$ cat config.mk
export PLATFORM = sky130hd
export DESIGN_NAME = cpu_clk_rst_ctrl_flat
export DESIGN_NICKNAME = d
export VERILOG_FILES = /design/src/rtl/cpu_clk_rst_ctrl_if.sv /design/src/rtl/cpu_clk_rst_ctrl.sv /design/src/flat_wrapper.sv
export SDC_FILE = /design/constraint.sdc
export NUM_CORES = 1
export LEC_CHECK = 0
export ABC_AREA = 0
export CORE_MARGIN = 8
export CORE_UTILIZATION = 40
export CTS_BUF_LIST = sky130_fd_sc_hd__clkbuf_4
export CTS_CLUSTER_DIAMETER = 30
export DETAILED_ROUTE_END_ITERATION = 7
export GPL_TIMING_DRIVEN = 0
export PLACE_DENSITY = 0.68
export SYNTH_ARGS = -nofsm -noshare
export SYNTH_HDL_FRONTEND = slang
export SYNTH_SLANG_ARGS = --single-unit
$ cat constraint.sdc
create_clock -name clk_i -period 1.8 [get_ports clk_i]
set_input_delay 0.36 -clock clk_i [delete_from_list [all_inputs] [get_ports clk_i]]
set_output_delay 0.36 -clock clk_i [all_outputs]
set_load 0.01 [all_outputs]
$ cat src/rtl/cpu_clk_rst_ctrl_if.sv
// Handshake bundle between the clock/reset controller and its host.
// master drives the controls and slave is the controller.
interface cpu_clk_rst_ctrl_if;
    logic [4:0] div_sel_i;
    logic       div_ld_i;
    logic [1:0] mode_i;
    logic       step_i;
    logic       sw_rst_i;
    logic       cpu_tick_o;
    logic       cpu_rst_no;
    logic       rst_done_o;
    logic       heartbeat_o;

    modport master (
        output div_sel_i, div_ld_i, mode_i, step_i, sw_rst_i,
        input  cpu_tick_o, cpu_rst_no, rst_done_o, heartbeat_o
    );

    modport slave (
        input  div_sel_i, div_ld_i, mode_i, step_i, sw_rst_i,
        output cpu_tick_o, cpu_rst_no, rst_done_o, heartbeat_o
    );
endinterface

$ cat src/rtl/cpu_clk_rst_ctrl.sv
// Softcore clock-enable and reset controller: programmable tick divider,
// run/halt/single-step gating, multi-tick core reset and software re-reset.
module cpu_clk_rst_ctrl #(
    parameter int CNT_WIDTH   = 25,
    parameter int DIV_DEFAULT = 14,
    parameter int RST_TICKS   = 4,
    parameter int HB_BIT      = 22
) (
    input  logic                clk_i,
    input  logic                reset_i,
    cpu_clk_rst_ctrl_if.slave   bus
);

    localparam int                   RCW       = $clog2(RST_TICKS + 1);
    localparam logic [4:0]           DIV_MAX   = 5'(CNT_WIDTH - 1);
    localparam logic [4:0]           DIV_RST   = 5'(DIV_DEFAULT);
    localparam logic [RCW-1:0]       RST_LAST  = RCW'(RST_TICKS - 1);
    localparam logic [RCW-1:0]       RCNT_ONE  = RCW'(1);
    localparam logic [CNT_WIDTH-1:0] CNT_ONE   = CNT_WIDTH'(1);
    localparam logic [1:0]           MODE_RUN  = 2'b00;
    localparam logic [1:0]           MODE_STEP = 2'b10;

    typedef enum logic {
        ST_ASSERT = 1'b0,
        ST_RUN    = 1'b1
    } state_t;

    state_t               state_q;
    logic [CNT_WIDTH-1:0] cnt_q;
    logic [4:0]           div_q;
    logic [RCW-1:0]       rst_cnt_q;
    logic                 step_prev_q;
    logic                 step_pend_q;
    logic                 step_pend_d;
    logic                 tick_q;
    logic                 cpu_rst_n_q;
    logic                 rst_done_q;
    logic                 hb_q;

    logic [CNT_WIDTH-1:0] mask_s;
    logic                 raw_tick_s;
    logic                 step_rise_s;
    logic                 step_use_s;
    logic                 sw_rst_run_s;
    logic [4:0]           div_clamp_s;

    // Raw tick detection, divider clamp and single-step bookkeeping.
    always_comb begin
        mask_s = '0;
        for (int i = 0; i < CNT_WIDTH; i++) begin
            mask_s[i] = (i <= int'(div_q));
        end
        // A load restarts the counter, so a tick on the loading edge would be a runt.
        raw_tick_s   = ((cnt_q & mask_s) == mask_s) && !bus.div_ld_i;
        step_rise_s  = bus.step_i && !step_prev_q;
        sw_rst_run_s = (state_q == ST_RUN) && bus.sw_rst_i;
        step_use_s   = (state_q == ST_RUN) && !bus.sw_rst_i && (bus.mode_i == MODE_STEP)
                       && raw_tick_s && step_pend_q;
        if (bus.div_sel_i > DIV_MAX) begin
            div_clamp_s = DIV_MAX;
        end else begin
            div_clamp_s = bus.div_sel_i;
        end
        if (sw_rst_run_s || (bus.mode_i != MODE_STEP) || step_use_s) begin
            step_pend_d = 1'b0;
        end else if (step_rise_s) begin
            step_pend_d = 1'b1;
        end else begin
            step_pend_d = step_pend_q;
        end
    end

    // Divider, reset sequencer FSM and all registered outputs.
    always_ff @(posedge clk_i) begin
        if (!reset_i) begin
            state_q     <= ST_ASSERT;
            cnt_q       <= '0;
            div_q       <= DIV_RST;
            rst_cnt_q   <= '0;
            step_prev_q <= 1'b0;
            step_pend_q <= 1'b0;
            tick_q      <= 1'b0;
            cpu_rst_n_q <= 1'b0;
            rst_done_q  <= 1'b0;
            hb_q        <= 1'b0;
        end else begin
            if (bus.div_ld_i) begin
                cnt_q <= '0;
                div_q <= div_clamp_s;
            end else begin
                cnt_q <= cnt_q + CNT_ONE;
            end
            step_prev_q <= bus.step_i;
            step_pend_q <= step_pend_d;
            hb_q        <= cnt_q[HB_BIT];
            // Reset release trails the final reset tick by one clk so the core sees all of them.
            cpu_rst_n_q <= (state_q == ST_RUN);
            rst_done_q  <= (state_q == ST_RUN);
            case (state_q)
                ST_ASSERT: begin
                    tick_q <= raw_tick_s;
                    if (raw_tick_s) begin
                        if (rst_cnt_q == RST_LAST) begin
                            state_q   <= ST_RUN;
                            rst_cnt_q <= '0;
                        end else begin
                            rst_cnt_q <= rst_cnt_q + RCNT_ONE;
                        end
                    end
                end
                ST_RUN: begin
                    if (bus.sw_rst_i) begin
                        state_q   <= ST_ASSERT;
                        rst_cnt_q <= '0;
                        tick_q    <= 1'b0;
                    end else begin
                        case (bus.mode_i)
                            MODE_RUN:  tick_q <= raw_tick_s;
                            MODE_STEP: tick_q <= step_use_s;
                            default:   tick_q <= 1'b0;
                        endcase
                    end
                end
                default: begin
                    state_q   <= ST_ASSERT;
                    rst_cnt_q <= '0;
                    tick_q    <= 1'b0;
                end
            endcase
        end
    end

    assign bus.cpu_tick_o  = tick_q;
    assign bus.cpu_rst_no  = cpu_rst_n_q;
    assign bus.rst_done_o  = rst_done_q;
    assign bus.heartbeat_o = hb_q;

endmodule

$ cat src/flat_wrapper.sv
// flat-port wrapper written by rule: the top's interface ports become plain ports
module cpu_clk_rst_ctrl_flat 
#(
    parameter int CNT_WIDTH   = 25,
    parameter int DIV_DEFAULT = 14,
    parameter int RST_TICKS   = 4,
    parameter int HB_BIT      = 22
)
  (clk_i, reset_i, bus_div_sel_i, bus_div_ld_i, bus_mode_i, bus_step_i, bus_sw_rst_i, bus_cpu_tick_o, bus_cpu_rst_no, bus_rst_done_o, bus_heartbeat_o);
  cpu_clk_rst_ctrl_if bus_i ();
  input  logic clk_i;
  input  logic reset_i;
  input wire logic [$bits(bus_i.div_sel_i)-1:0] bus_div_sel_i;
  input wire logic [$bits(bus_i.div_ld_i)-1:0] bus_div_ld_i;
  input wire logic [$bits(bus_i.mode_i)-1:0] bus_mode_i;
  input wire logic [$bits(bus_i.step_i)-1:0] bus_step_i;
  input wire logic [$bits(bus_i.sw_rst_i)-1:0] bus_sw_rst_i;
  output wire logic [$bits(bus_i.cpu_tick_o)-1:0] bus_cpu_tick_o;
  output wire logic [$bits(bus_i.cpu_rst_no)-1:0] bus_cpu_rst_no;
  output wire logic [$bits(bus_i.rst_done_o)-1:0] bus_rst_done_o;
  output wire logic [$bits(bus_i.heartbeat_o)-1:0] bus_heartbeat_o;
  assign bus_i.div_sel_i = bus_div_sel_i;
  assign bus_i.div_ld_i = bus_div_ld_i;
  assign bus_i.mode_i = bus_mode_i;
  assign bus_i.step_i = bus_step_i;
  assign bus_i.sw_rst_i = bus_sw_rst_i;
  assign bus_cpu_tick_o = bus_i.cpu_tick_o;
  assign bus_cpu_rst_no = bus_i.cpu_rst_no;
  assign bus_rst_done_o = bus_i.rst_done_o;
  assign bus_heartbeat_o = bus_i.heartbeat_o;
  cpu_clk_rst_ctrl #(.CNT_WIDTH(CNT_WIDTH), .DIV_DEFAULT(DIV_DEFAULT), .RST_TICKS(RST_TICKS), .HB_BIT(HB_BIT)) u_core (.clk_i(clk_i), .reset_i(reset_i), .bus(bus_i));
endmodule
==> results.cfg <==
[timing]
slew_viol_final = 0
worst_slack_ns = -0.03604
post-route-period-util_pct = 102.0
hold_viol = 0
skew_ns = 0.01018
max_slew.worst_pin.slew_ns = 0.4643
period_needed_ns = 1.836
rsz0062_at_grt = true
fmax_ghz = 0.5447
max_slew_margin_pct = 69.05
setup_viol = 1
whs_ns = 0.3918

[placed_design]
gp_congestion = 0.8623
dp.cells = 312
dpl.hpwl_um = 3108
io_buffers = 13
placed_area_um2 = 2181

[synthesis]
ys.flop_type = dfxtp_1
synth_seq_area_share_pct = 40.10
synthMostInstantiatedCell = dfxtp_1
synth_seq_cells = 39
synth_edf_count = 0
yosys-top-cells-count = dfxtp_1 (39), nor2_1 (29), nand2_1 (18)
ys_warn_count = 0
avgSynthCellArea_um2 = 8.392
synth.top_cell.area_share_pct = 40.10
yosys.cell_types.count = 45
syn-instance-count = 232
syn_area_um2 = 1947
synth.area.top_cells = dfxtp_1 (40%), nor2_1 (5.6%), xnor2_1 (5.4%), nand3_1 (4.1%), xor2_1 (3.6%)
syn-num-nets = 246
yosysTopAreaCell = dfxtp_1
ys_async_sr_fraction_pct = 0

[floorplan]
dieArea_um2 = 7356
start_util_pct = 41.22
io_pins = 16
fp.dieW_um = 85.77
dieHeight_um = 85.77
num_rows = 25
coreArea_um2 = 4723

[worst_setup_path]
crit_required_ns = 2.02
critPathBufInv = 2
worst-r2r-setup-slack_ns = -0.04
crit_family = simple AND/OR/NAND/NOR gates
crit_arrival_ns = 2.05
worstPathCellList = inv_1 -> or4_4 -> or2_1 -> buf_6 -> nor4_4 -> xnor2_1 -> nor2_1
critPathMaxFanout = 5
criticalPathCategory = flop to flop
endpoint_kind = flop
slowest_delay_ns = 0.56
cp_slowest_cell = or4_4
crit_path_start_kind = flop

[global_routing]
overflow = 0
grt_pass1_vias = 1668
antenna_found_initial = 0
grt_start_max_net_pins = 12
grt_util_all_layers_pct = 12.86
grt_pass1_wl_um = 7617

[clock_network]
clk_pin_slew_ns = 0.11
postCtsHoldBufs = 0
clk_path_buf_depth = 2
cts_made_buffers = 5
cts_max_level = 2
clock_latency_ns = 0.34
cts.sinks = 39
cts_tree = yes
cts-root-buf = clkbuf_4

[drt]
first_pass_iters = 4
route.detailed.drc = 0
viasPerCell = 5.173
dr.first_iter.drc_count = 46
routed_wl_um = 4516
wl_per_cell_um = 13.44
vias = 1738
ant_nets = 0

[cells_and_area]
diodes = 0
syn2layout_area_growth_pct = 27.18
final_nets = 282
nFillCells = 430
design_area_um2 = 2476
final_cell_count_no_fill = 336
fin_util_pct = 52.42
drive_gt1_share_pct = 23.05

[run]
drv_cap = 0

[pwr]
powerDensity_nw_per_um2 = 581.2
power_leakage_nw = 0.8891
vdd_ir_drop_max_uv = 370.6
total_power_mw = 1.439

[run_status]
violations = negative setup slack
status = finished with violations

[hold_path]
hold_class = primary input to flop
## metrics by stage
stage / setup WS, ns / TNS (ns)
after global routing: -0.1110 / -0.7413
after CTS: -0.04651 / -0.08025
after detailed placement: -0.3854 / -2.730
after global placement: -0.3428 / -2.425
after floorplan: 0.001409 / 0
final: -0.03604 / -0.03604
## cells in the final DEF (no fill, tap or decap), drive strengths merged, types with 10 or more instances in the layout
cell type,Yosys,layout
nand2,18,18
xnor2,12,12
dfxtp,39,39
nor2,29,29
buf,2,21
clkbuf,8,11
nand3,16,16
clkdlybuf4s50,0,13
inv,11,10
## tightest hold or removal path, cell delays in order
cell	delay (ns)
clkbuf_1	0.18
nand3_1	0.10
a21boi_0	0.07
## sequential cells by signal (all words and copies together) (netlist names)
register                count
u_core.cnt_q               25
u_core.step_prev_q          1
u_core.bus.heartbeat_o      1
u_core.step_pend_q          1
u_core.bus.cpu_tick_o       1
u_core.state_q              1
u_core.bus.cpu_rst_no       1
u_core.rst_cnt_q            3
u_core.div_q                5
## what timing repair did
item                                    CTS  global route
setup buffers                            11             7
resized for setup                        18            20
hold endpoints to repair                  0             0
endpoints found under the setup margin   15            16
pin swaps                                 9             5
## worst paths after layout
path | startpoint | to | depth (start not counted)
setup / recovery | u_core.cnt_q[13] | u_core.cnt_q[23] | 7
hold / removal | bus_div_ld_i | u_core.div_q[0] | 3
setup reg to reg | u_core.cnt_q[13] | u_core.cnt_q[23] | 7
hold reg to reg | u_core.rst_cnt_q[2] | u_core.rst_cnt_q[2] | 2
## cell families after synthesis
logic type | after synthesis | synth area share (%)
and+or+nand+nor | 106 | 29.11
xor gates and xnor gates | 20 | 8.998
DFF | 39 | 40.10
adders and majority gates | 2 | 1.285
muxes | 1 | 0.5142
buffers and inverters | 21 | 4.627
AOI/OAI and AO/OA | 43 | 15.36
## report_power, final
part           switching [mW]  internal (mW)
registers              0.0216          0.865
logic                  0.0620         0.0622
clock network           0.268          0.160
## layer usage
layer | track usage, % | vias to the layer above | share of wire [%]
met2 | 21.23 | 30 | 48
met3 | 3.152 | 4 | 3.4
li1 | - | 885 | -
met1 | 15.33 | 819 | 47
met4 | 5.892 | 0 | 1.6
met5 | 0 | - | 0
## layout make-up
type / count / area (um^2) / share of cell area [%]
Sequential cell: 39 / 817.0 / 33.00
Inverter: 11 / 45.04 / 1.819
Tap cell: 67 / 83.83 / 3.386
Buffer: 8 / 45.04 / 1.819
Multi-Input combinational cell: 172 / 1167 / 47.15
Clock inverter: 2 / 7.507 / 0.3032
Timing Repair Buffer: 31 / 265.3 / 10.71
Clock buffer: 6 / 45.04 / 1.819
Note: power is estimated with default switching activity, not from simulation.
